$ cat src/rtl/product_accumulator_pkg.sv
`default_nettype none
// ============================================================================
// Module  : product_accumulator_pkg
// Brief   : Shared state encoding and default widths for the MAC datapath.
// Revision: 1.0
// ============================================================================
package product_accumulator_pkg;

  localparam int DEF_PRODUCT_WIDTH = 16;
  localparam int DEF_ACC_WIDTH     = 24;

  typedef enum logic [0:0] {
    ST_ACCUM = 1'b0,
    ST_DONE  = 1'b1
  } state_e;

endpackage : product_accumulator_pkg
`default_nettype wire

$ cat src/rtl/product_accumulator_if.sv
`default_nettype none
// ============================================================================
// Module  : product_accumulator_if
// Brief   : Product input and result output handshakes of the accumulator.
// Revision: 1.0
// ============================================================================
interface product_accumulator_if
  import product_accumulator_pkg::*;
#(
  parameter int PRODUCT_WIDTH = DEF_PRODUCT_WIDTH,
  parameter int ACC_WIDTH     = DEF_ACC_WIDTH
);

  logic                     clear;
  logic                     in_valid;
  logic                     in_ready;
  logic [PRODUCT_WIDTH-1:0] in_product;
  logic                     out_valid;
  logic                     out_ready;
  logic [ACC_WIDTH-1:0]     out_sum;
  logic                     out_overflow;

  modport master (
    output clear, in_valid, in_product, out_ready,
    input  in_ready, out_valid, out_sum, out_overflow
  );

  modport slave (
    input  clear, in_valid, in_product, out_ready,
    output in_ready, out_valid, out_sum, out_overflow
  );

endinterface : product_accumulator_if
`default_nettype wire

$ cat src/rtl/sat_detect_add.sv
`default_nettype none
// ============================================================================
// Module  : sat_detect_add
// Brief   : Wrapping signed adder that also reports two's-complement overflow.
// Revision: 1.0
// ============================================================================
module sat_detect_add
  import product_accumulator_pkg::*;
#(
  parameter int WIDTH = DEF_ACC_WIDTH
) (
  input  wire logic [WIDTH-1:0] i_a,
  input  wire logic [WIDTH-1:0] i_b,
  output logic      [WIDTH-1:0] o_sum,
  output logic                  o_overflow
);

  always_comb begin
    o_sum      = i_a + i_b;
    // Overflow only when both operands share a sign that the result lost.
    o_overflow = (i_a[WIDTH-1] == i_b[WIDTH-1]) && (o_sum[WIDTH-1] != i_a[WIDTH-1]);
  end

endmodule : sat_detect_add
`default_nettype wire

$ cat src/rtl/product_accumulator.sv
`default_nettype none
// ============================================================================
// Module  : product_accumulator
// Brief   : Sums COUNT signed products and presents the result on valid/ready.
// Revision: 1.0
// ============================================================================
module product_accumulator
  import product_accumulator_pkg::*;
#(
  parameter int PRODUCT_WIDTH = DEF_PRODUCT_WIDTH,
  parameter int ACC_WIDTH     = DEF_ACC_WIDTH,
  parameter int COUNT         = 4,
  parameter int CNT_WIDTH     = 3
) (
  input wire logic             clk,
  input wire logic             rst,
  product_accumulator_if.slave bus
);

  localparam logic [CNT_WIDTH-1:0] c_count_last = CNT_WIDTH'(COUNT - 1);

  state_e               state_q, state_d;
  logic [ACC_WIDTH-1:0] acc_q, acc_d;
  logic [CNT_WIDTH-1:0] count_q, count_d;
  logic                 ovf_q, ovf_d;

  logic [ACC_WIDTH-1:0] w_ext;
  logic [ACC_WIDTH-1:0] w_sum;
  logic                 w_add_ovf;

  assign w_ext = ACC_WIDTH'($signed(bus.in_product));

  sat_detect_add #(
    .WIDTH (ACC_WIDTH)
  ) u_add (
    .i_a        (acc_q),
    .i_b        (w_ext),
    .o_sum      (w_sum),
    .o_overflow (w_add_ovf)
  );

  always_comb begin
    state_d = state_q;
    acc_d   = acc_q;
    count_d = count_q;
    ovf_d   = ovf_q;
    // clear overrides both an accept and an output handshake in the same cycle.
    if (bus.clear) begin
      state_d = ST_ACCUM;
      acc_d   = '0;
      count_d = '0;
      ovf_d   = 1'b0;
    end else begin
      unique case (state_q)
        ST_ACCUM: begin
          if (bus.in_valid) begin
            acc_d   = w_sum;
            ovf_d   = ovf_q | w_add_ovf;
            count_d = count_q + CNT_WIDTH'(1);
            if (count_q == c_count_last) begin
              state_d = ST_DONE;
            end
          end
        end
        ST_DONE: begin
          if (bus.out_ready) begin
            state_d = ST_ACCUM;
            acc_d   = '0;
            count_d = '0;
            ovf_d   = 1'b0;
          end
        end
        default: state_d = ST_ACCUM;
      endcase
    end
  end

  always_ff @(posedge clk) begin
    if (rst) begin
      state_q <= ST_ACCUM;
      acc_q   <= '0;
      count_q <= '0;
      ovf_q   <= 1'b0;
    end else begin
      state_q <= state_d;
      acc_q   <= acc_d;
      count_q <= count_d;
      ovf_q   <= ovf_d;
    end
  end

  // The accumulator itself is the result register; it is frozen while in DONE.
  assign bus.in_ready     = (state_q == ST_ACCUM);
  assign bus.out_valid    = (state_q == ST_DONE);
  assign bus.out_sum      = acc_q;
  assign bus.out_overflow = ovf_q;

endmodule : product_accumulator
`default_nettype wire

$ cat src/flat_wrapper.sv
// flat-port wrapper written by rule: the top's interface ports become plain ports
module product_accumulator_flat import product_accumulator_pkg::*;
#(
  parameter int PRODUCT_WIDTH = DEF_PRODUCT_WIDTH,
  parameter int ACC_WIDTH     = DEF_ACC_WIDTH,
  parameter int COUNT         = 4,
  parameter int CNT_WIDTH     = 3
)
  (clk, rst, bus_clear, bus_in_valid, bus_in_product, bus_out_ready, bus_in_ready, bus_out_valid, bus_out_sum, bus_out_overflow);
  product_accumulator_if #(.PRODUCT_WIDTH(PRODUCT_WIDTH), .ACC_WIDTH(ACC_WIDTH)) bus_i ();
  input wire logic clk;
  input wire logic rst;
  input wire logic [$bits(bus_i.clear)-1:0] bus_clear;
  input wire logic [$bits(bus_i.in_valid)-1:0] bus_in_valid;
  input wire logic [$bits(bus_i.in_product)-1:0] bus_in_product;
  input wire logic [$bits(bus_i.out_ready)-1:0] bus_out_ready;
  output wire logic [$bits(bus_i.in_ready)-1:0] bus_in_ready;
  output wire logic [$bits(bus_i.out_valid)-1:0] bus_out_valid;
  output wire logic [$bits(bus_i.out_sum)-1:0] bus_out_sum;
  output wire logic [$bits(bus_i.out_overflow)-1:0] bus_out_overflow;
  assign bus_i.clear = bus_clear;
  assign bus_i.in_valid = bus_in_valid;
  assign bus_i.in_product = bus_in_product;
  assign bus_i.out_ready = bus_out_ready;
  assign bus_in_ready = bus_i.in_ready;
  assign bus_out_valid = bus_i.out_valid;
  assign bus_out_sum = bus_i.out_sum;
  assign bus_out_overflow = bus_i.out_overflow;
  product_accumulator #(.PRODUCT_WIDTH(PRODUCT_WIDTH), .ACC_WIDTH(ACC_WIDTH), .COUNT(COUNT), .CNT_WIDTH(CNT_WIDTH)) u_core (.clk(clk), .rst(rst), .bus(bus_i));
endmodule
$ cat config.mk
export PLATFORM = sky130hd
export DESIGN_NAME = product_accumulator_flat
export DESIGN_NICKNAME = d
export VERILOG_FILES = /design/src/rtl/product_accumulator_pkg.sv /design/src/rtl/product_accumulator_if.sv /design/src/rtl/sat_detect_add.sv /design/src/rtl/product_accumulator.sv /design/src/flat_wrapper.sv
export SDC_FILE = /design/constraint.sdc
export NUM_CORES = 1
export LEC_CHECK = 0
export ABC_AREA = 1
export CORE_UTILIZATION = 45
export CTS_CLUSTER_DIAMETER = 60
export DETAILED_ROUTE_END_ITERATION = 16
export PLACE_DENSITY = 0.78
export SYNTH_ARGS = -nofsm -noshare
export SYNTH_HDL_FRONTEND = slang
export SYNTH_SLANG_ARGS = --single-unit
$ cat constraint.sdc
create_clock -name clk -period 2.2 [get_ports clk]
set_input_delay 0.44 -clock clk [delete_from_list [all_inputs] [get_ports clk]]
set_output_delay 0.44 -clock clk [all_outputs]
set_load 0.02 [all_outputs]
==> metrics <==
outcome=finished clean; routed length per placed instance=12.5 um; number of buffers added on ports=47; Std-Cell Rows=28; Post-CTS Setup Inserts=0; Num CTS Buffers=5; H-tree Lvls=2; total power divided by cell area=434 nW/um^2; Vert. Die Dim=80.6 um; register bit count reported by yosys=29; total number of vias=3115; kind of critical path=input pin to register; DRT iter0 DRCs=164; cells after synthesis=480; crit-path max FO=4; Max Clock Freq=0.489 GHz; post-DP HPWL=6260 um; final net count=605; GP Congestion=0.890; dpl cell area=3550 um^2; total detailed-routing wirelength=7940 um; Clock Tree Buf Depth=2; antenna violations before repair=0; Yosys Warn Count=0; Starting Density=0.467; Die Footprint=6490 um^2; worst setup slack after placement=-0.320 ns; CTS tree=yes; total power=1.59 mW; total negative setup slack=0 ns; sum of overflow across all layers after global routing=0; Ant. Diodes=0; post-route DRC violation count=0; maximum number of pins on one net before global-route repair=27; worst-skew pair later-pin latency=0.29 ns; number of pins with negative max-slew slack in the final report=0; nature of the critical path endpoint=register; Finish-stage setup viols=0; vias per cell=4.91; global-route wire length before repair=13300 um; arrival time reported for the critical path endpoint=2.26 ns; hold slack final=0.466 ns; Syn Area/Cell=5.79 um^2; cell area after layout=3670 um^2; peak supply drop=0.256 mV; Core Box Area=5960 um^2; setup repair after global routing missed its margin=false; type of the most critical hold path=register to register; Final WS setup=0.154 ns; sequential cell area fraction in the yosys report=0.209; transition time at the pin with the least slew margin=0.422 ns; first-pass iteration count of the detailed router=5; startpoint of the most critical hold path=u_core.count_q[0]$_SDFFE_PP0P_; crit path time final=2.05 ns; count of flip-flops with a built-in enable after synthesis=0; Worst R2R Start=u_core.bus.out_sum[0]$_SDFFE_PP0P_; required time of the critical path=2.41 ns; reported max-cap violation count=0; I/O pin count=48; number of library cell types mapped by synthesis=26; clock tree root buffer cell=sky130_fd_sc_hd__clkbuf_8; count of clock tree sinks=29; layout cell share with drive strength beyond 1=0.125; worst clock skew=0.00989 ns; relative slew slack=0.719; Top FF cell, synth=sky130_fd_sc_hd__dfxtp_1; static leakage=1.89 nW; signed area change from the synthesized netlist to the final layout=31.9%; fraction of registers with async set or reset after synthesis=0; Die X-Extent=80.6 um; total nets after synthesis=527; critical path launch point type=input pin; Final period util=0.930; clock slew at the register clock pins of the worst setup and hold paths=0.07 ns; Routed Antenna Nets=0; via count of the first global-routing pass=3006; final hold viol count=0; global-route usage over all layers=0.265; Synth Cell Area=2780 um^2; timing startpoint of the critical path=bus_in_product[0]
==> flip-flops by register name, indices dropped and copies added (netlist names) <==
| signal | cells |
|---|---|
| u_core.bus.out_overflow | 1 |
| u_core.bus.out_sum | 24 |
| u_core.bus.out_valid | 1 |
| u_core.count_q | 3 |
==> per-layer routing <==
metal  wire length [um]  part of all wire  global-route usage  vias up
met3                281             0.035              0.0307       15
met4                196             0.025               0.102        0
li1                   -                 -                   -     1661
met2               3790              0.48               0.460       70
met5                  0                 0                   0        -
met1               3680              0.46               0.329     1369
==> logic make-up (layout without fill, tap and decap cells) <==
kind of cell	after synthesis	count (layout)	synth area share
simple gates	276	276	0.433
buf+inv	89	168	0.122
compound gates	60	60	0.117
flops	29	29	0.209
fa+ha+maj	26	26	0.120
==> cell usage after synthesis, types with 2 or more instances <==
library cell / n / share of area
sky130_fd_sc_hd__nand3_1: 29 / 0.052
sky130_fd_sc_hd__buf_2: 3 / 0.0054
sky130_fd_sc_hd__nor2_2: 5 / 0.011
sky130_fd_sc_hd__nand3b_1: 7 / 0.019
sky130_fd_sc_hd__a21oi_2: 5 / 0.016
sky130_fd_sc_hd__a21o_1: 2 / 0.0054
sky130_fd_sc_hd__nand3_2: 2 / 0.0072
sky130_fd_sc_hd__nand2_2: 11 / 0.025
sky130_fd_sc_hd__clkbuf_1: 2 / 0.0027
sky130_fd_sc_hd__inv_1: 76 / 0.10
sky130_fd_sc_hd__nand4_1: 6 / 0.014
sky130_fd_sc_hd__or2_1: 4 / 0.0090
sky130_fd_sc_hd__o21ai_0: 9 / 0.016
sky130_fd_sc_hd__inv_2: 5 / 0.0068
sky130_fd_sc_hd__nor2_1: 23 / 0.031
sky130_fd_sc_hd__nor2_4: 2 / 0.0081
sky130_fd_sc_hd__dfxtp_1: 29 / 0.21
sky130_fd_sc_hd__nor3_1: 3 / 0.0054
sky130_fd_sc_hd__clkinv_1: 3 / 0.0041
sky130_fd_sc_hd__a21oi_1: 43 / 0.077
sky130_fd_sc_hd__ha_1: 25 / 0.11
sky130_fd_sc_hd__nand2_1: 182 / 0.25
==> worst paths after layout <==
kind / cells after the start / to / slack [ns]
setup / recovery: 13 / u_core.bus.out_sum[12]$_SDFFE_PP0P_ / 0.15
hold / removal: 1 / u_core.count_q[0]$_SDFFE_PP0P_ / 0.47
setup reg to reg: 12 / u_core.bus.out_sum[12]$_SDFFE_PP0P_ / 0.37
hold reg to reg: 1 / u_core.count_q[0]$_SDFFE_PP0P_ / 0.47
==> power breakdown <==
| group | switching [mW] | internal [mW] | leakage [nW] |
|---|---|---|---|
| combinational | 0.294 | 0.225 | 1.60 |
| clock | 0.226 | 0.283 | 0.0542 |
| sequential | 0.0175 | 0.545 | 0.236 |
| total | 0.538 | 1.05 | 1.89 |
==> area by class of cell <==
class                   count  area, um^2
repair buffers             76         699
fillers                   602        2290
flip-flops and latches     29         581
clock buffers               7        96.3
well taps                  75        93.8
clock inverters             1        5.00
inverters                  84         315
multi-input cells         362        1880
==> repair_timing <==
action | 4_1_cts | 5_1_grt
gates resized for setup | 2 | 1
hold buffers | 0 | 0
setup endpoints to repair | 4 | 3
==> layout by cell type, fill, tap and decap left out <==
cell type	synthesis	final
sky130_fd_sc_hd__a21oi_1	43	43
sky130_fd_sc_hd__or2_1	4	4
sky130_fd_sc_hd__ha_1	25	24
sky130_fd_sc_hd__nand3_1	29	29
sky130_fd_sc_hd__clkinv_1	3	3
sky130_fd_sc_hd__o21ai_0	9	9
sky130_fd_sc_hd__clkbuf_8	0	7
sky130_fd_sc_hd__clkdlybuf4s50_1	0	46
sky130_fd_sc_hd__inv_2	5	5
sky130_fd_sc_hd__nor2_4	2	2
sky130_fd_sc_hd__nand4_1	6	6
sky130_fd_sc_hd__nor2_1	23	23
sky130_fd_sc_hd__and2_1	1	1
sky130_fd_sc_hd__and2_4	1	1
sky130_fd_sc_hd__clkinv_2	0	1
sky130_fd_sc_hd__nand3b_1	7	7
sky130_fd_sc_hd__ha_4	0	1
sky130_fd_sc_hd__dlygate4sd2_1	0	1
sky130_fd_sc_hd__nor2_2	5	5
sky130_fd_sc_hd__nand2_2	11	11
sky130_fd_sc_hd__a21o_1	2	2
sky130_fd_sc_hd__nand2_1	182	182
sky130_fd_sc_hd__o22ai_1	1	1
sky130_fd_sc_hd__fa_2	0	1
sky130_fd_sc_hd__inv_1	76	76
sky130_fd_sc_hd__buf_4	0	28
sky130_fd_sc_hd__nand3_2	2	2
sky130_fd_sc_hd__nor3_1	3	3
sky130_fd_sc_hd__buf_12	0	1
sky130_fd_sc_hd__a21oi_2	5	5
sky130_fd_sc_hd__dfxtp_1	29	29
==> stage by stage <==
| stage | util | std cells |
|---|---|---|
| floorplan | - | 480 |
| global placement | 0.596 | 626 |
| detailed placement | 0.596 | 626 |
| CTS | 0.615 | 634 |
| global route | 0.616 | 634 |
| finish | 0.616 | 634 |
==> critical path, stage by stage <==
cell and delay (ns):
sky130_fd_sc_hd__clkdlybuf4s50_1 0.40, sky130_fd_sc_hd__ha_1 0.21, sky130_fd_sc_hd__fa_2 0.35, sky130_fd_sc_hd__nand2_1 0.08
sky130_fd_sc_hd__nand2_1 0.07, sky130_fd_sc_hd__and2_4 0.17, sky130_fd_sc_hd__nand2_2 0.06, sky130_fd_sc_hd__nand2_2 0.07
sky130_fd_sc_hd__nand2_1 0.09, sky130_fd_sc_hd__nand2_1 0.06, sky130_fd_sc_hd__nand2_1 0.06, sky130_fd_sc_hd__nand3_1 0.06
sky130_fd_sc_hd__a21oi_1 0.14
No activity file was read; power rests on OpenSTA's default activity.
